`src/rtl/alarm_lockout_ctrl.sv`:
```
// Failure counter with timed ALARM (blinking) then LOCKOUT phases; Moore outputs, one-cycle latency, no backpressure.
// Optional ALARM_RETRIGGER_EN: an error during ALARM reloads the alarm timer and restarts the blink phase.
module alarm_lockout_ctrl #(
  parameter int CLK_HZ    = 100000000,
  parameter int MAX_FAIL  = 3,
  parameter int ALARM_SEC = 10,
  parameter int LOCK_SEC  = 30
) (
  input  logic       clk,
  input  logic       rst_n,
  input  logic       error_pulse,
  input  logic       unlock_pulse,
  input  logic       admin_clr,
  output logic       alarm,
  output logic       lockout,
  output logic       blink,
  output logic [3:0] fail_cnt,
  output logic [7:0] remain_sec
);

  localparam int PW = (CLK_HZ > 1) ? $clog2(CLK_HZ) : 1;
  localparam logic [PW-1:0] PRE_LAST = PW'(CLK_HZ - 1);
  localparam logic [PW-1:0] PRE_HALF = PW'(CLK_HZ / 2);
  localparam logic [3:0]    FAIL_MAX = 4'(MAX_FAIL);
  localparam logic [7:0]    A_SEC    = 8'(ALARM_SEC);
  localparam logic [7:0]    L_SEC    = 8'(LOCK_SEC);

  typedef enum logic [1:0] {NORMAL, ALARM, LOCKOUT} state_t;

  state_t        state, n_state;
  logic [PW-1:0] presc, n_presc;
  logic [3:0]    n_fail;
  logic [7:0]    n_remain;
  logic          sec_tick;

  assign sec_tick = (presc == PRE_LAST);

  always_comb begin
    n_state  = state;
    n_fail   = fail_cnt;
    n_remain = remain_sec;
    n_presc  = sec_tick ? '0 : presc + 1'b1;
    case (state)
      NORMAL: begin
        n_presc = '0;
        if (unlock_pulse) begin
          n_fail = 4'd0;
        end else if (error_pulse) begin
          if (fail_cnt + 4'd1 == FAIL_MAX) begin
            n_fail   = FAIL_MAX;
            n_state  = ALARM;
            n_remain = A_SEC;
          end else begin
            n_fail = fail_cnt + 4'd1;
          end
        end
      end
      ALARM: begin
`ifdef ALARM_RETRIGGER_EN
        if (error_pulse) begin
          n_remain = A_SEC;
          n_presc  = '0;
        end else
`endif
        if (sec_tick) begin
          if (remain_sec == 8'd1) begin
            n_state  = LOCKOUT;
            n_remain = L_SEC;
            n_presc  = '0;
          end else begin
            n_remain = remain_sec - 8'd1;
          end
        end
      end
      LOCKOUT: begin
        if (sec_tick) begin
          if (remain_sec == 8'd1) begin
            n_state  = NORMAL;
            n_fail   = 4'd0;
            n_remain = 8'd0;
            n_presc  = '0;
          end else begin
            n_remain = remain_sec - 8'd1;
          end
        end
      end
      default: begin
        n_state  = NORMAL;
        n_fail   = 4'd0;
        n_remain = 8'd0;
        n_presc  = '0;
      end
    endcase
    if (admin_clr) begin
      n_state  = NORMAL;
      n_fail   = 4'd0;
      n_remain = 8'd0;
      n_presc  = '0;
    end
  end

  // Outputs are registered from the next-state values so they line up with state.
  always_ff @(posedge clk) begin
    if (!rst_n) begin
      state      <= NORMAL;
      presc      <= '0;
      fail_cnt   <= 4'd0;
      remain_sec <= 8'd0;
      alarm      <= 1'b0;
      lockout    <= 1'b0;
      blink      <= 1'b0;
    end else begin
      state      <= n_state;
      presc      <= n_presc;
      fail_cnt   <= n_fail;
      remain_sec <= n_remain;
      alarm      <= (n_state == ALARM);
      lockout    <= (n_state != NORMAL);
      blink      <= (n_state == ALARM) && (n_presc < PRE_HALF);
    end
  end

endmodule

```
`config.mk`:
```
export PLATFORM = sky130hd
export DESIGN_NAME = alarm_lockout_ctrl
export DESIGN_NICKNAME = d
export VERILOG_FILES = /design/src/rtl/alarm_lockout_ctrl.sv
export SDC_FILE = /design/constraint.sdc
export NUM_CORES = 1
export LEC_CHECK = 0
export BUFFER_PORTS_ARGS = -buffer_cell sky130_fd_sc_hd__buf_2
export CAP_MARGIN = 30
export CORE_ASPECT_RATIO = 1.5
export CORE_MARGIN = 3
export CORE_UTILIZATION = 45
export DETAILED_ROUTE_END_ITERATION = 12
export HOLD_SLACK_MARGIN = 0.06
export PLACE_DENSITY = 0.63
export SKIP_LAST_GASP = 1
export SLEW_MARGIN = 5
export SYNTH_ARGS = -nofsm -noshare
export SYNTH_HDL_FRONTEND = slang
export SYNTH_SLANG_ARGS = --single-unit
```
`constraint.sdc`:
```
create_clock -name clk -period 4.9 [get_ports clk]
set_input_delay 0.49 -clock clk [delete_from_list [all_inputs] [get_ports clk]]
set_output_delay 0.49 -clock clk [all_outputs]
set_load 0.01 [all_outputs]
```
==> impl_metrics.csv <==
group,metric,value,unit
placed_design,dp_hpwl,4.099,mm
hold_path,holdCritPathClass,"register to register",
clocking,post_cts_resized,0,
placed_design,portBuffers,19,
global_route,grt-ovfl-total,0,
yosys,synthFlopType,"dfxtp_1",
timing,final.setup.worst_slack,2.109,ns
routing,vias,2195,
finish,fillerInstances,523,
global_route,grt_usage,0.1787,
routing,ant_nets,0,
worst_setup_path,max_stage_delay,0.60,ns
yosys,synth_edf_count,0,
routing,dr.pass1.iters,4,
floorplan,die_h,97.17,um
yosys,asyncSetResetFlopFracSynth,0,
yosys,synth_seq_area_share,0.3532,
clocking,post_cts_buffers,0,
worst_setup_path,path_delay_family,"simple AND/OR/NAND/NOR gates",
worst_setup_path,critPathRequiredTime,5.08,ns
placed_design,dp_slack,2.111,ns
worst_setup_path,path_cells,"ha_1 > and4_1 > nand4_1 > nor3_1 > xnor2_1 > or4b_2 > a211oi_1 > nor4b_2",
yosys,netlist_area,0.002494,sq mm
timing,period_needed,2.791,ns
yosys,yosysMostFrequentCell,"nor2_1",
clocking,cts_buffers,5,
worst_setup_path,path_class,"register to register",
hold_path,hold_end,"fail_cnt[3]",
worst_setup_path,critPathBufInv,0,
finish,area_growth,8.931,%
yosys,synth_nets,318,
timing,final-setup-viol-count,0,
clocking,htree_num_levels,2,
timing,setup_tns,0,ns
routing,routed_wl,5.336,mm
worst_setup_path,crit-reg2reg-launch,"presc[0]",
worst_setup_path,start_kind,"register",
timing,slew_viol_final,0,
clocking,cts-root-buf,"clkbuf_8",
worst_setup_path,ff2ff_path_depth,8,
floorplan,die_area,0.006489,sq mm
global_route,grt_first_pass_wirelength,9.294,mm
floorplan,pin_count,20,
worst_setup_path,critPathCaptureType,"register",
finish,antennaDiodeCount,0,
timing,rsz0062_at_grt,"no",
clocking,cts_buffer_depth,2,
yosys,syn_area_per_cell,8.203,sq um
power,peakVddDrop,0.1194,mV
global_route,grt_max_degree,26,
worst_setup_path,critical_path.max_fanout,6,
yosys,synthTopCellsByArea,"dfxtp_1, nor2_1, xor2_1",
timing,slew_headroom,0.3836,
timing,tightest_slew,0.9227,ns
yosys,yosys_warnings,0,
placed_design,gp_congestion,0.8153,
timing,hold_viol_final,0,
timing,skew,0.006799,ns
yosys,postSynthCellCount,304,
clocking,clk_latency,0.29,ns
hold_path,holdCritStartpoint,"fail_cnt[3]",
yosys,synth_top_area_cell,"dfxtp_1",
floorplan,start_util,0.4754,
run_status,status,"finished, final reports clean",
routing,wire_per_inst,13.75,um
routing,via_per_inst,5.657,
worst_setup_path,r2r-end,"blink",
hold_path,whs_path_depth,2,
finish,fin_nets,333,
yosys,ys_ff_latch,44,
yosys,synth_cell_types,51,
worst_setup_path,cp.arrival,2.97,ns
worst_setup_path,rrSetupSlack,2.11,ns
flow_run,drv_cap,0,
clocking,cts_tree,"yes",
finish,drive_above_1_share,0.1156,
routing,drc_errors,0,
finish,multi_input_area,0.001528,sq mm
global_route,grt_pass1_vias,2148,
yosys,synthTopCellsByCount,"nor2_1, dfxtp_1, nand2_1, xor2_1",
clocking,cts_hold_buf,0,
floorplan,rows,32,
floorplan,core,0.005245,sq mm
power,leakage,0.9998,nW
finish,final-seq-area,880.8,sq um
timing,post-route-period-util,0.5697,
floorplan,die_x,66.78,um
timing,fmax,358.2,MHz
power,power.density,220.7,mW/mm^2
routing,drtIter0Drc,73,
clocking,cts_sinks,44,
worst_setup_path,cpMaxStageDelayCell,"or4b_2",
yosys,synth_top_area_frac,0.3532,
global_route,antenna_found_initial,0,
clocking,clk_pin_slew,0.08,ns
## metal layers
metal,share of wire,wire length [um],global-route usage,vias to the layer above
li1,-,-,-,1104
met1,0.38,2054,0.1846,1037
met2,0.56,2978,0.3356,41
met3,0.033,176,0.03009,13
met4,0.024,127,0.07668,0
met5,0,0,0,-
## worst max path at each step
stage               startpoint    end  slack [ns]  cells after the start
floorplan             presc[0]  blink        2.28                      9
global placement      presc[0]  blink        2.21                      8
detailed placement    presc[0]  blink        2.11                      8
CTS                   presc[0]  blink        2.10                      8
global route          presc[0]  blink        1.83                      8
finish                presc[0]  blink        2.11                      8
## power by group
group          switching, mW  internal [mW]  total, mW
Combinational        0.00696        0.00411     0.0111
Sequential          0.000523          0.358      0.358
Clock                  0.115          0.115      0.230
## worst register-to-register path, delay by kind of cell, from the launching register on
kind                     cells  cell delay, ns
AO/OA/AOI/OAI                1            0.23
XOR/XNOR                     1            0.20
adder cells (fa/ha/maj)      1            0.25
flip-flops                   1            0.42
AND/OR/NAND/NOR              5            1.58
## cell families after synthesis
family	share of synthesized area
XOR/XNOR	0.1159
flip-flops	0.3532
multiplexers	0.008028
buffers and inverters	0.03412
AO/OA/AOI/OAI	0.09082
AND/OR/NAND/NOR	0.3527
adder cells (fa/ha/maj)	0.04516
## state kept, by name, summed over array words and instances (netlist names)
| name | cells |
|---|---|
| blink | 1 |
| state | 2 |
| remain_sec | 8 |
| fail_cnt | 4 |
| presc | 27 |
| alarm | 1 |
| lockout | 1 |
## metrics by stage
step | cell area, sq um | power, mW | hold WS [ns] | utilization | cells
final | 2716 | 0.5994 | 0.4770 | 0.5179 | 388
after global routing | 2716 | 0.6269 | 0.5123 | 0.5179 | 388
after CTS | 2716 | 0.6100 | 0.4845 | 0.5179 | 388
after detailed placement | 2626 | 0.3778 | 0.4766 | 0.5007 | 380
after global placement | 2626 | 0.3779 | 0.4669 | 0.5007 | 380
after floorplan | 2494 | 0.3735 | 0.4493 | - | 304
## layout by cell type, fill, tap and decap left out, types with 3 or more instances in the layout
master	count
a31oi_1	5
o21ai_0	4
xor2_1	17
nand3_1	13
nand4_1	8
a41oi_1	3
nand2_1	17
xnor2_1	16
a21oi_1	10
clkbuf_8	6
or3_1	4
ha_1	9
nor4_1	7
dfxtp_1	44
buf_2	19
inv_1	10
nand2b_1	3
and3_1	8
and4_1	6
nor2b_1	4
nor3_1	16
a211oi_1	4
nor2_1	54
## cell type report
type                       count  share of cell area
sequential                    44              0.3243
clock buffer                   8             0.03316
multi-input combinational    239              0.5624
inverter                      10             0.01382
timing repair buffer          19             0.03501
tap                           68             0.03132
No activity file was read; power rests on OpenSTA's default activity.
